--- src/rtl/uart_rx_fifo.sv ---
// uart_rx_fifo: byte queue behind a UART 8N1 receiver that counts held newlines and flags overruns.
// Latency: a byte written at edge N shows on rd_data/level/flags after edge N (first-word-fall-through).
// Backpressure: none upstream; a byte offered while full without a pop is dropped and overrun is set.
module uart_rx_fifo #(
  parameter int DEPTH = 16,
  parameter int AW    = 4
) (
  input  logic          clk,
  input  logic          rst,
  input  logic [7:0]    in_byte,
  input  logic          in_valid,
  input  logic          rd_en,
  input  logic          clr_overrun,
  output logic [7:0]    rd_data,
  output logic          empty,
  output logic          full,
  output logic [AW:0]   level,
  output logic          overrun,
  output logic [AW:0]   line_count,
  output logic          line_ready
);

  localparam logic [AW:0] LP_DEPTH = (AW+1)'(DEPTH);
  localparam logic [7:0]  LP_NL    = 8'h0A;

  logic [7:0]  r_mem [DEPTH];
  logic [AW-1:0] r_wr_ptr;
  logic [AW-1:0] r_rd_ptr;
  logic [AW:0] r_level;
  logic [AW:0] r_line_count;
  logic        r_overrun;

  logic        w_empty;
  logic        w_full;
  logic        w_wr;
  logic        w_pop;
  logic        w_drop;
  logic [7:0]  w_head;
  logic        w_nl_in;
  logic        w_nl_out;

  // Flags come straight from the registered count, so no input reaches them combinationally.
  assign w_empty  = (r_level == '0);
  assign w_full   = (r_level == LP_DEPTH);
  // A pop frees a slot in the same edge, so a full queue still accepts a byte when rd_en is high.
  assign w_pop    = rd_en && !w_empty;
  assign w_wr     = in_valid && (!w_full || rd_en);
  assign w_drop   = in_valid && w_full && !rd_en;
  assign w_head   = r_mem[r_rd_ptr];
  assign w_nl_in  = w_wr && (in_byte == LP_NL);
  assign w_nl_out = w_pop && (w_head == LP_NL);

  // Storage write; contents are never reset, a write during reset is abandoned.
  always_ff @(posedge clk) begin
    if (!rst && w_wr) begin
      r_mem[r_wr_ptr] <= in_byte;
    end
  end

  // Pointers and byte count; write-and-pop together leaves the count unchanged.
  always_ff @(posedge clk) begin
    if (rst) begin
      r_wr_ptr <= '0;
      r_rd_ptr <= '0;
      r_level  <= '0;
    end else begin
      if (w_wr) begin
        r_wr_ptr <= r_wr_ptr + AW'(1);
      end
      if (w_pop) begin
        r_rd_ptr <= r_rd_ptr + AW'(1);
      end
      case ({w_wr, w_pop})
        2'b10:   r_level <= r_level + (AW+1)'(1);
        2'b01:   r_level <= r_level - (AW+1)'(1);
        default: r_level <= r_level;
      endcase
    end
  end

  // Count of 0x0A bytes held; only accepted writes and real pops move it.
  always_ff @(posedge clk) begin
    if (rst) begin
      r_line_count <= '0;
    end else begin
      case ({w_nl_in, w_nl_out})
        2'b10:   r_line_count <= r_line_count + (AW+1)'(1);
        2'b01:   r_line_count <= r_line_count - (AW+1)'(1);
        default: r_line_count <= r_line_count;
      endcase
    end
  end

  // Sticky overrun; a drop in the same cycle as a clear keeps the flag set.
  always_ff @(posedge clk) begin
    if (rst) begin
      r_overrun <= 1'b0;
    end else if (w_drop) begin
      r_overrun <= 1'b1;
    end else if (clr_overrun) begin
      r_overrun <= 1'b0;
    end
  end

  // Head byte is masked to zero while empty so stale memory never leaks out.
  always_comb begin
    rd_data    = w_empty ? 8'h00 : w_head;
    empty      = w_empty;
    full       = w_full;
    level      = r_level;
    overrun    = r_overrun;
    line_count = r_line_count;
    line_ready = (r_line_count != '0);
  end

endmodule
--- config.mk ---
export PLATFORM = sky130hd
export DESIGN_NAME = uart_rx_fifo
export DESIGN_NICKNAME = d
export VERILOG_FILES = /design/src/rtl/uart_rx_fifo.sv
export SDC_FILE = /design/constraint.sdc
export NUM_CORES = 1
export LEC_CHECK = 0
export ABC_AREA = 0
export CAP_MARGIN = 15
export CORE_ASPECT_RATIO = 2
export CORE_MARGIN = 2
export CORE_UTILIZATION = 40
export DETAILED_ROUTE_END_ITERATION = 16
export GPL_ROUTABILITY_DRIVEN = 1
export PLACE_DENSITY_LB_ADDON = 0.2
export RECOVER_POWER = 25
export SLEW_MARGIN = 10
export SYNTH_ARGS = -nofsm -noshare
export SYNTH_HDL_FRONTEND = slang
export SYNTH_SLANG_ARGS = --single-unit
--- constraint.sdc ---
create_clock -name clk -period 3.6 [get_ports clk]
set_input_delay 0.72 -clock clk [delete_from_list [all_inputs] [get_ports clk]]
set_output_delay 0.72 -clock clk [all_outputs]
set_load 0.005 [all_outputs]
==> results of run 1 <==
## per-layer routing
| layer | vias to the layer above | part of all wire (%) | track usage [%] |
|---|---|---|---|
| met4 | 0 | 2.7 | 8.24 |
| met5 | - | 0 | 0 |
| met2 | 105 | 58 | 35.4 |
| li1 | 1631 | - | - |
| met1 | 1833 | 36 | 18.8 |
| met3 | 25 | 3.2 | 3.14 |
## where the power goes
part | total, W | switching, W | internal [W]
Sequential | 0.00201 | 0.0000524 | 0.00196
Combinational | 0.00128 | 0.000579 | 0.000702
Clock | 0.00182 | 0.000649 | 0.00117
## cell type report
class / instances / area, um^2
Clock inverter: 10 / 155
Clock buffer: 22 / 454
Inverter: 15 / 56.3
Timing Repair Buffer: 91 / 801
Tap cell: 198 / 248
Sequential cell: 151 / 4310
Fill cell: 1308 / 7390
Multi-Input combinational cell: 194 / 1800
## cell families after synthesis
kind of cell               share of synthesized area [%]
AOI/OAI and AO/OA                                   3.00
buffers and inverters                               1.94
DFF                                                 69.7
muxes                                               12.7
and+or+nand+nor                                     8.00
xor gates and xnor gates                            1.42
adders and majority gates                           3.28
## final timing paths
kind	start	to	cells past startpoint
max	flip-flop	line_count[4]	12
min	overrun	overrun	2
max reg2reg	flip-flop	line_count[4]	12
min reg2reg	overrun	overrun	2
## worst register-to-register path, cell delays in order, from the launching register on
cell     delay, ns
dfxtp_4       0.39
mux4_2        0.51
mux4_2        0.49
or3_4         0.35
nor4b_4       0.27
ha_2          0.27
inv_2         0.06
fa_2          0.35
nor2b_2       0.16
o21ai_2       0.07
and3_4        0.16
or4_4         0.42
a21oi_2       0.14
## cell usage in the layout (no fill, tap or decap), types with 6 or more instances in the layout
cell and count:
mux4_2 33, xor2_1 6, nand2_1 14, ha_1 12
nand3_1 6, clkbuf_1 10, dlygate4sd3_1 7, nor2_1 45
dfxtp_1 21, clkbuf_16 18, a21oi_1 12, edfxtp_1 128
buf_4 47, clkdlybuf4s50_1 27, inv_1 11
## stage by stage
| stage | setup TNS [ns] | hold slack [ns] | instances |
|---|---|---|---|
| 2_1_floorplan | 0 | 0.461 | 374 |
| 3_3_place_gp | -0.196 | 0.459 | 647 |
| 3_5_place_dp | -0.362 | 0.480 | 647 |
| 4_1_cts | -0.203 | 0.491 | 679 |
| 5_1_grt | -0.213 | 0.520 | 681 |
| 6_report | -0.0949 | 0.481 | 681 |
## registers in the layout (all words and copies together), names as in the netlist, named ones only
name / cells
line_count: 5
level: 5
r_wr_ptr: 4
r_mem: 128
r_rd_ptr: 4
overrun: 1
## repair_timing
| item | in CTS | in global routing |
|---|---|---|
| pin swaps | 2 | 5 |
| setup buffers | 0 | 1 |
| setup endpoints to repair | 1 | 1 |
| resized for setup | 9 | 7 |
| gates cloned | 0 | 1 |
==> impl_metrics.py, run 1 <==
metrics = {
    "synthesis": {
        "synth_area_leader_cell": "edfxtp_1",
        "synth_area_um2": 6180,
        "synth_seq_cells": 151,
        "yosysWarningCount": 0,
        "ys_seq_area_share_pct": 69.7,
        "synth_top_cell_area_share_pct": 62.2,
        "synthDistinctLibCells": 39,
        "synthTopCellsByCount": "128 x edfxtp_1, 45 x nor2_1, 30 x mux4_2",
        "syn_inst": 374,
        "synth_edf_count": 128,
        "synth.most_common_cell": "edfxtp_1",
        "synth_flop_cell": "edfxtp_1",
        "syn-mean-instance-area_um2": 16.5,
        "synthArstFlopShare_pct": 0,
        "synth_area_leaders": "edfxtp_1 62%, mux4_2 11%, dfxtp_1 7.5%",
        "synth.net_count": 402,
    },
    "global_route": {
        "overflow": 0,
        "grt_usage_pct": 18.4,
        "antenna_found_initial": 0,
        "grt_pass1_wl_um": 21800,
        "grt_pass1_vias": 3858,
        "grt_max_degree": 24,
    },
    "route": {
        "post-route-drc-count": 0,
        "via_count": 3594,
        "wl_per_cell_um": 21.7,
        "drtPass1Iterations": 5,
        "drt-total-wl_um": 14800,
        "ant_nets": 0,
        "vias_per_cell": 5.28,
        "drt_iter0_drc": 230,
    },
    "placed_design": {
        "place.gp.congestion": 0.841,
        "dpl_worst_slack_ns": -0.362,
        "dpl_cell_area_um2": 7160,
        "io_buffer_count": 34,
        "dp_hpwl_um": 10200,
    },
    "critical_path": {
        "endpoint_kind": "flip-flop",
        "path_max_fanout": 5,
        "critPathKind": "flip-flop to flip-flop",
        "critPathRequiredTime_ns": 3.95,
        "cp_num_buf_inv": 1,
        "critPathSlowestCell": "mux4_2",
        "critical_path.top_delay_family": "simple AND/OR/NAND/NOR gates",
        "r2r_setup_slack_ns": -0.09,
        "arrival_ns": 4.04,
        "start_kind": "flip-flop",
        "cpMostUsedCell": "mux4_2",
        "max_stage_delay_ns": 0.51,
        "worstPathCellList": "mux4_2, mux4_2, or3_4, nor4b_4, ha_2, inv_2, fa_2, nor2b_2, o21ai_2, and3_4, or4_4, a21oi_2",
    },
    "cts": {
        "cts.htree.levels": 4,
        "clock-sinks": 151,
        "cts.path.max_buffers": 2,
        "cts_made_buffers": 17,
        "cts_hold_buf": 0,
        "cts_tree": "yes",
        "clk-insertion-delay-late_ns": 0.42,
        "path_clk_slew_ns": 0.06,
        "root_buffer": "clkbuf_16",
    },
    "min_path": {
        "min_path_type": "flip-flop to flip-flop",
    },
    "sta": {
        "setup_viol": 1,
        "tightest_slew_ns": 0.789,
        "worst_slack_ns": -0.0949,
        "fin_crit_sh_pct": 103,
        "skew_ns": 0.0106,
        "hold_viol_final": 0,
        "maxSlewViolCount": 0,
        "relSlewSlack_pct": 47.4,
        "max_freq_mhz": 271,
        "rsz0062_at_grt": "true",
        "finalCriticalPeriod_ns": 3.69,
    },
    "die": {
        "die_h_um": 180,
        "io_pins": 35,
        "die_w_um": 91.9,
        "core_um2": 15200,
        "start_util_pct": 40.6,
        "rows": 64,
        "die_area_um2": 16500,
    },
    "final_layout": {
        "stdcell_area_um2": 7820,
        "drive_gt1_share_pct": 26.9,
        "syn2layout_area_growth_pct": 26.6,
        "fin_util_pct": 51.4,
        "diodes": 0,
        "nets": 498,
    },
    "power": {
        "peakVddDrop_uv": 364,
        "powerDensity_nw_per_um2": 654,
        "power.total_w": 0.00511,
        "p_leak_nw": 2.67,
    },
    "job": {
        "maxCapViolations": 0,
    },
    "status": {
        "violations": "setup timing",
        "status": "finished, violations left",
    },
}
Power figures use the tool's default switching activity.
==> run 2, diff against run 1 <==
--- a/config.mk
+++ b/config.mk
@@ -14,6 +14,7 @@
 export GPL_ROUTABILITY_DRIVEN = 1
 export PLACE_DENSITY_LB_ADDON = 0.2
 export RECOVER_POWER = 25
+export REMOVE_ABC_BUFFERS = 1
 export SLEW_MARGIN = 10
 export SYNTH_ARGS = -nofsm -noshare
 export SYNTH_HDL_FRONTEND = slang
==> run 2 against run 1 <==
The run still ends with setup timing left; global-route usage down 0.33 points; via count increased by 0.36%; fmax rose by 0.88%; die area unchanged; sequential cell count stayed put; sequential power barely moved; critical path depth unchanged; clock power down 5%; largest cell class unchanged.
==> impl_metrics.py, run 2 (synthesis results as in run 1) <==
metrics = {
    "sta": {
        "finalCriticalPeriod_ns": 3.66,
        "hold_viol_final": 0,
        "relSlewSlack_pct": 53.3,
        "tightest_slew_ns": 0.700,
        "fin_crit_sh_pct": 102,
        "rsz0062_at_grt": "true",
        "skew_ns": 0.00759,
        "worst_slack_ns": -0.0626,
        "max_freq_mhz": 273,
        "maxSlewViolCount": 0,
        "setup_viol": 1,
    },
    "final_layout": {
        "final_cell_mix": "128 x edfxtp_1, 52 x buf_4, 45 x nor2_1, 33 x mux4_2, 28 x clkdlybuf4s50_1",
        "fin_util_pct": 51.4,
        "seq_area_um2": 4310,
        "largest_register_ffs": 128,
        "stdcell_area_um2": 7820,
        "drive_gt1_share_pct": 27.5,
        "nets": 502,
        "largest-register": "r_mem",
        "syn2layout_area_growth_pct": 26.5,
        "multi_input_area_um2": 1780,
        "fill_cells": 1307,
        "layout_commonest_cell": "edfxtp_1",
        "diodes": 0,
    },
    "status": {
        "status": "finished, violations left",
        "violations": "setup timing",
    },
    "route": {
        "drt_iter0_drc": 214,
        "via_count": 3607,
        "wl_per_cell_um": 21.0,
        "drt-total-wl_um": 14400,
        "vias_per_cell": 5.27,
        "drtPass1Iterations": 4,
        "ant_nets": 0,
        "post-route-drc-count": 0,
    },
    "critical_path": {
        "worstPathCellList": "mux4_2, mux4_2, or3_4, nor4b_4, ha_2, inv_2, fa_2, nor2b_2, o21ai_2, and3_1, or4_4, a21oi_2",
        "start_kind": "flip-flop",
        "r2r_setup_slack_ns": -0.06,
        "critPathSlowestCell": "mux4_2",
        "max_stage_delay_ns": 0.53,
        "endpoint_kind": "flip-flop",
        "path_max_fanout": 6,
        "cpMostUsedCell": "mux4_2",
        "critPathKind": "flip-flop to flip-flop",
        "critPathRequiredTime_ns": 3.95,
        "arrival_ns": 4.01,
        "ff2ff_path_depth": 12,
        "timing.rr.end": "line_count[4]",
    },
    "die": {
        "io_pins": 35,
        "rows": 64,
        "start_util_pct": 40.6,
        "die_area_um2": 16500,
        "die_h_um": 180,
        "core_um2": 15200,
        "die_w_um": 91.9,
    },
    "placed_design": {
        "place.gp.congestion": 0.795,
        "io_buffer_count": 34,
        "dpl_cell_area_um2": 7170,
        "dp_hpwl_um": 10300,
    },
    "min_path": {
        "whs_path_depth": 2,
        "min_from": "overrun",
        "min_path_type": "flip-flop to flip-flop",
        "whs_endpoint": "overrun",
    },
    "cts": {
        "clock-sinks": 151,
        "cts_tree": "yes",
        "path_clk_slew_ns": 0.06,
        "cts_made_buffers": 17,
        "root_buffer": "clkbuf_16",
        "cts.htree.levels": 4,
        "clk-insertion-delay-late_ns": 0.41,
        "cts.path.max_buffers": 2,
    },
    "global_route": {
        "grt_max_degree": 26,
        "grt_usage_pct": 18.1,
        "grt_pass1_vias": 3722,
        "grt_pass1_wl_um": 21700,
        "antenna_found_initial": 0,
        "overflow": 0,
    },
    "job": {
        "maxCapViolations": 0,
    },
    "power": {
        "peakVddDrop_uv": 402,
        "powerDensity_nw_per_um2": 644,
        "p_leak_nw": 2.67,
    },
}
==> run 2: changes by cell type in the layout (fill, tap and decap cells not counted), sizes merged <==
| cell | previous run | this run |
|---|---|---|
| buf | 50 | 55 |
| clkdlybuf4s50 | 27 | 28 |
| clkinvlp | 1 | 4 |
| clkbuf | 29 | 25 |
| bufinv | 4 | 2 |
| dlygate4sd3 | 7 | 6 |
| inv | 15 | 17 |
==> run 2: through the flow <==
step / setup TNS [ns] / hold WS (ns) / worst slack (ns) / total power (W) / instances
finish: -0.0626 / 0.481 / -0.0626 / 0.00503 / 685
global route: -0.183 / 0.520 / -0.183 / 0.00526 / 685
CTS: -0.100 / 0.487 / -0.100 / 0.00504 / 681
detailed placement: -0.424 / 0.474 / -0.424 / 0.00329 / 649
global placement: -0.225 / 0.463 / -0.225 / 0.00329 / 649
floorplan: -1.05 / 0.455 / -0.669 / 0.00267 / 360
==> run 2: worst max-delay path by stage <==
stage,to
after global routing,line_count[4]
final,line_count[4]
after global placement,line_count[4]
after detailed placement,line_count[4]
after CTS,line_count[4]
after floorplan,line_count[4]
==> run 2: power breakdown <==
| part | leakage [nW] | internal (W) | switching [W] |
|---|---|---|---|
| logic | 1.05 | 0.000723 | 0.000562 |
| clock network | 0.274 | 0.00104 | 0.000690 |
| registers | 1.34 | 0.00195 | 0.0000554 |
| total | 2.67 | 0.00372 | 0.00131 |
==> run 2: critical path, delay by kind of cell (launching register included) <==
family	cells	cell delay (ns)
buf+inv	1	0.05
simple gates	5	1.36
mux	2	1.04
compound gates	2	0.19
fa+ha+maj	2	0.58
flops	1	0.39
==> run 2: repair_timing <==
item / in CTS / in global routing
resized for setup: 11 / 4
endpoints found under the setup margin: 1 / 1
cloned: 0 / 1
setup buffers: 0 / 3
hold buffers: 0 / 0
pin swaps: 4 / 1
==> run 2: per-layer routing <==
metal	global-route usage [%]	vias up	wire length (um)
li1	-	1642	-
met1	19.3	1861	5100
met2	35.6	94	8640
met3	2.77	10	494
met4	5.25	0	165
met5	0	-	0
==> run 2: cell type report <==
cell class                 count  share of cell area, %
sequential                   151                   55.2
multi-input combinational    194                   22.7
timing repair buffer          95                   10.7
clock buffer                  19                   5.67
tap                          198                   3.17
clock inverter                13                   1.87
inverter                      15                  0.720
